===== config.mk =====
export PLATFORM = sky130hd
export DESIGN_NAME = fact_rr_sched
export DESIGN_NICKNAME = d
export VERILOG_FILES = /design/src/rtl/fact_rr_sched.sv
export SDC_FILE = /design/constraint.sdc
export NUM_CORES = 1
export LEC_CHECK = 0
export BUFFER_PORTS_ARGS = -buffer_cell sky130_fd_sc_hd__buf_2
export CAP_MARGIN = 15
export CELL_PAD_IN_SITES_DETAIL_PLACEMENT = 2
export CELL_PAD_IN_SITES_GLOBAL_PLACEMENT = 2
export CORE_ASPECT_RATIO = 0.5
export CORE_UTILIZATION = 30
export DETAILED_ROUTE_END_ITERATION = 6
export PLACE_DENSITY = 0.78
export SLEW_MARGIN = 10
export SYNTH_ARGS = -nofsm -noshare
export SYNTH_HDL_FRONTEND = slang
export SYNTH_SLANG_ARGS = --single-unit

===== constraint.sdc =====
create_clock -name clk -period 7.28 [get_ports clk]
set_input_delay 0.364 -clock clk [delete_from_list [all_inputs] [get_ports clk]]
set_output_delay 0.364 -clock clk [all_outputs]
set_load 0.02 [all_outputs]

===== src/rtl/fact_rr_sched.sv =====
// Round-robin front end that shares one iterative factorial engine between
// NREQ requesters; one 32-bit multiply step per cycle, tagged result output.
module fact_rr_sched #(
    parameter int NREQ = 4,
    parameter int NW   = 4,
    parameter int RW   = 32,
    parameter int IDW  = 2
) (
    input  logic                 clk,
    input  logic                 reset,
    input  logic [NREQ-1:0]      req,
    input  logic [NREQ*NW-1:0]   n_in,
    output logic [NREQ-1:0]      ack,
    output logic                 busy,
    output logic [RW-1:0]        result,
    output logic                 result_valid,
    output logic [IDW-1:0]       result_id
);

    localparam logic [0:0] ST_IDLE = 1'b0;
    localparam logic [0:0] ST_CALC = 1'b1;

    localparam logic [NW:0]     I_START  = 2;
    localparam logic [NREQ-1:0] ONEHOT_0 = 1;
    localparam logic [RW-1:0]   ACC_ONE  = 1;

    logic [0:0]    state;
    logic [IDW-1:0] ptr;
    logic [IDW-1:0] id;
    logic [NW-1:0] n_reg;
    // One extra bit so the loop ends cleanly for the largest operand.
    logic [NW:0]   i;
    logic [RW-1:0] acc;

    logic           found;
    logic [IDW-1:0] gidx;
    logic [IDW-1:0] ptr_next;
    logic [NW-1:0]  n_sel;
    int             j;

    // Rotating priority search starting at ptr.
    always_comb begin
        found = 1'b0;
        gidx  = '0;
        j     = 0;
        for (int k = 0; k < NREQ; k++) begin
            j = int'(ptr) + k;
            if (j >= NREQ) j = j - NREQ;
            if (!found && req[j]) begin
                found = 1'b1;
                gidx  = IDW'(j);
            end
        end
    end

    assign n_sel    = n_in[gidx*NW +: NW];
    assign ptr_next = (int'(gidx) == NREQ - 1) ? '0 : gidx + 1'b1;
    assign busy     = (state == ST_CALC);

    always_ff @(posedge clk) begin
        if (!reset) begin
            state        <= ST_IDLE;
            ptr          <= '0;
            id           <= '0;
            n_reg        <= '0;
            i            <= '0;
            acc          <= '0;
            ack          <= '0;
            result       <= '0;
            result_valid <= 1'b0;
            result_id    <= '0;
        end else begin
            ack          <= '0;
            result_valid <= 1'b0;
            case (state)
                ST_IDLE: begin
                    if (found) begin
                        n_reg <= n_sel;
                        id    <= gidx;
                        ack   <= ONEHOT_0 << gidx;
                        acc   <= (n_sel == '0) ? '0 : ACC_ONE;
                        i     <= I_START;
                        ptr   <= ptr_next;
                        state <= ST_CALC;
                    end
                end
                ST_CALC: begin
                    if (i <= {1'b0, n_reg}) begin
                        acc <= acc * RW'(i);
                        i   <= i + 1'b1;
                    end else begin
                        result       <= acc;
                        result_id    <= id;
                        result_valid <= 1'b1;
                        state        <= ST_IDLE;
                    end
                end
                default: state <= ST_IDLE;
            endcase
        end
    end

endmodule


==> impl_metrics.ini <==
[setup_path]
crit_fanout = 33
worstReg2RegEnd = acc[30]
arrival_ns = 5.45
critPathLaunchType = flop
critical_path_required_ns = 7.54
rr_startpoint = i[3]
setup.worst_path.start = i[3]
r2r_cells = 14
cpMaxStageDelayCell = dfxtp_1
endpoint = acc[30]
path_class = flop to flop
cpMostUsedCell = fa_1
reg2reg_slack_ns = 2.09
critical-path-max-stage-delay_ns = 0.99
worstPathCellList = nand2_1, fa_1, fa_1, fa_1, inv_1, ha_1, nand2b_1, a21oi_2, o221ai_2, a21boi_2, o32ai_4, o41ai_2, xor2_1, a22o_1
cp-end-kind = flop

[route]
ant_nets = 0
wirelength_mm = 24.1
wl_per_cell_um = 17.8
avgViaCountPerCell = 4.90
first_pass_iters = 4
via_count = 6627
drc = 0
drtIter0Drc = 272

[sta]
post-route-period-util_pct = 71.3
tns_ns = 0
worst_pin_slew_ns = 1.11
finalMaxSlewViolations = 0
fmax_mhz = 193
slew_headroom_pct = 25.5
hold_slack_ns = 0.403
fin_skew_ns = 0.0181
rsz0062_at_grt = false
fin_crit_ns = 5.19
finalSetupViolations = 0
hold_viol = 0

[clock_network]
cts_tree = yes
cts_buffer_depth = 2
cts-resized-gates = 0
cts_buffers = 9
clkLatencyLatePin_ns = 0.38
clkSlewWorstSetupHoldPaths_ns = 0.08
cts_root_buf = clkbuf_16
cts_post_setup_buffers_inserted = 0
postCtsHoldBufs = 0
htreeDepth = 3
cts.sinks = 85

[global_routing]
grtUsageMet1_pct = 23.1
grt_usage_pct = 19.0
use_met3_pct = 3.13
grt_pass1_wl_mm = 39.1
met2_usage_pct = 34.9
grt_overflow_total = 0
grt_max_degree = 54
antenna_found_initial = 0
grt_pass1_vias = 7340
top_usage_layer = met2

[placement]
place_area_um2 = 8390
port_buffers = 61
routabilityCongestion = 0.820
dp_cells = 1335
hpwl_mm = 18.1

[yosys]
synth.net_count = 1105
syn_avg_cell_area_um2 = 8.06
yosysSeqAreaShare_pct = 22.0
ys_warn_count = 0
ys_ff_latch = 85
synth_flop_cell = dfxtp_1
synth-edff-count = 0
synthArstFlopShare_pct = 0
synthCells = 961
ys_types = 55
syn-cell-area_um2 = 7740

[cells_and_area]
nNetsFinal = 1147
drive_gt1_share_pct = 9.92
nFillCells = 2866
largest_registers = acc x32, result x32, i x5
final_common_cell = nand2_1
fin_area_um2 = 8730
final_cells = 1353
area_delta_synth_final_pct = 12.8
layout_common_cells = 161 x nand2_1, 128 x inv_1, 113 x and2_1, 85 x dfxtp_1, 83 x fa_1

[die]
io_pins = 62
core_um2 = 25300
dieArea_um2 = 26500
initial_core_util_pct = 30.6
die_x_um = 229
rows = 41
dieHeight_um = 116

[hold_path]
hold_path_class = input port to flop

[run]
drv_cap = 0

[power]
ir_drop_mv = 0.0953
leakage_nw = 3.97
power.density_nw_per_um2 = 145

[status]
status = complete, no violations
==> how the worst min path moves through the flow <==
stage / from / cells past startpoint / end
3_3_place_gp: result[18] / 2 / result[18]
6_report: reset / 2 / acc[18]
5_1_grt: reset / 2 / acc[18]
2_1_floorplan: id[1] / 2 / result_id[1]
4_1_cts: reset / 2 / acc[18]
3_5_place_dp: result[30] / 2 / result[30]
==> kinds of logic (layout without fill, tap and decap cells) <==
kind of cell / count (synthesis) / count (layout) / synth area share [%]
other cells: 0 / 1 / 0
buf+inv: 168 / 215 / 8.16
compound gates: 174 / 174 / 13.8
xor+xnor: 28 / 28 / 3.17
simple gates: 370 / 370 / 23.3
fa+ha+maj: 122 / 122 / 27.8
mux: 14 / 14 / 1.81
flops: 85 / 85 / 22.0
==> critical path: cells and delay by family, from the launching register on <==
family	cells	cell delay, ns
DFF	1	0.99
AOI/OAI and AO/OA	6	1.55
adders and majority gates	4	1.96
buffers and inverters	1	0.04
and+or+nand+nor	2	0.41
xor gates and xnor gates	1	0.13
==> through the flow <==
step / utilization [%] / power (mW) / setup slack [ns]
after floorplan: - / 0.653 / 2.96
after global placement: 33.2 / 0.727 / 2.28
after detailed placement: 33.2 / 0.742 / 2.04
after CTS: 34.5 / 1.28 / 1.98
after global routing: 34.5 / 1.33 / 1.73
final: 34.5 / 1.27 / 2.09
==> final cells by class <==
| class | count | area [µm²] | area share, % |
|---|---|---|---|
| multi-input cells | 708 | 5410 | 61.9 |
| clock buffers | 9 | 225 | 2.58 |
| diodes | 1 | 2.50 | 0.0287 |
| clock inverters | 7 | 103 | 1.17 |
| well taps | 344 | 430 | 4.93 |
| flip-flops and latches | 85 | 1700 | 19.5 |
| inverters | 130 | 488 | 5.59 |
| repair buffers | 69 | 373 | 4.27 |
==> metal layers <==
metal,up-vias,part of all wire (%)
met2,54,52
met5,-,0
met4,0,1.7
met3,29,1.9
met1,3408,45
li1,3136,-
==> power by group <==
group | total, mW | internal (mW) | switching, mW | leakage [nW]
clock network | 0.538 | 0.305 | 0.233 | 0.157
logic | 0.231 | 0.0624 | 0.168 | 3.13
registers | 0.501 | 0.481 | 0.0200 | 0.688
total | 1.27 | 0.849 | 0.421 | 3.97
==> cells in the mapped netlist, drive strengths merged (2+ instances only) <==
| library cell | number | area [µm²] |
|---|---|---|
| nand4 | 5 | 31.3 |
| a211oi | 6 | 45.0 |
| nand3 | 13 | 75.1 |
| o211ai | 3 | 22.5 |
| or2 | 3 | 18.8 |
| xor2 | 16 | 140 |
| a22o | 2 | 17.5 |
| nand2b | 6 | 37.5 |
| mux2i | 14 | 140 |
| inv | 130 | 488 |
| o221ai | 2 | 23.8 |
| nor2 | 44 | 173 |
| ha | 39 | 488 |
| clkbuf | 37 | 139 |
| or3 | 2 | 12.5 |
| fa | 83 | 1660 |
| dfxtp | 85 | 1700 |
| a21oi | 79 | 407 |
| a32o | 2 | 20.0 |
| xnor2 | 12 | 105 |
| a41oi | 2 | 17.5 |
| o21ai | 41 | 205 |
| a31oi | 8 | 50.1 |
| nor3b | 4 | 30.0 |
| o21a | 6 | 45.0 |
| and2 | 113 | 707 |
| nor4 | 2 | 12.5 |
| nor3 | 6 | 30.0 |
| o22ai | 2 | 18.8 |
| nand2 | 161 | 604 |
| nor2b | 6 | 37.5 |
| and3 | 2 | 12.5 |
| a21o | 10 | 75.1 |
| o31ai | 2 | 15.0 |
No activity file was read; power rests on OpenSTA's default activity.
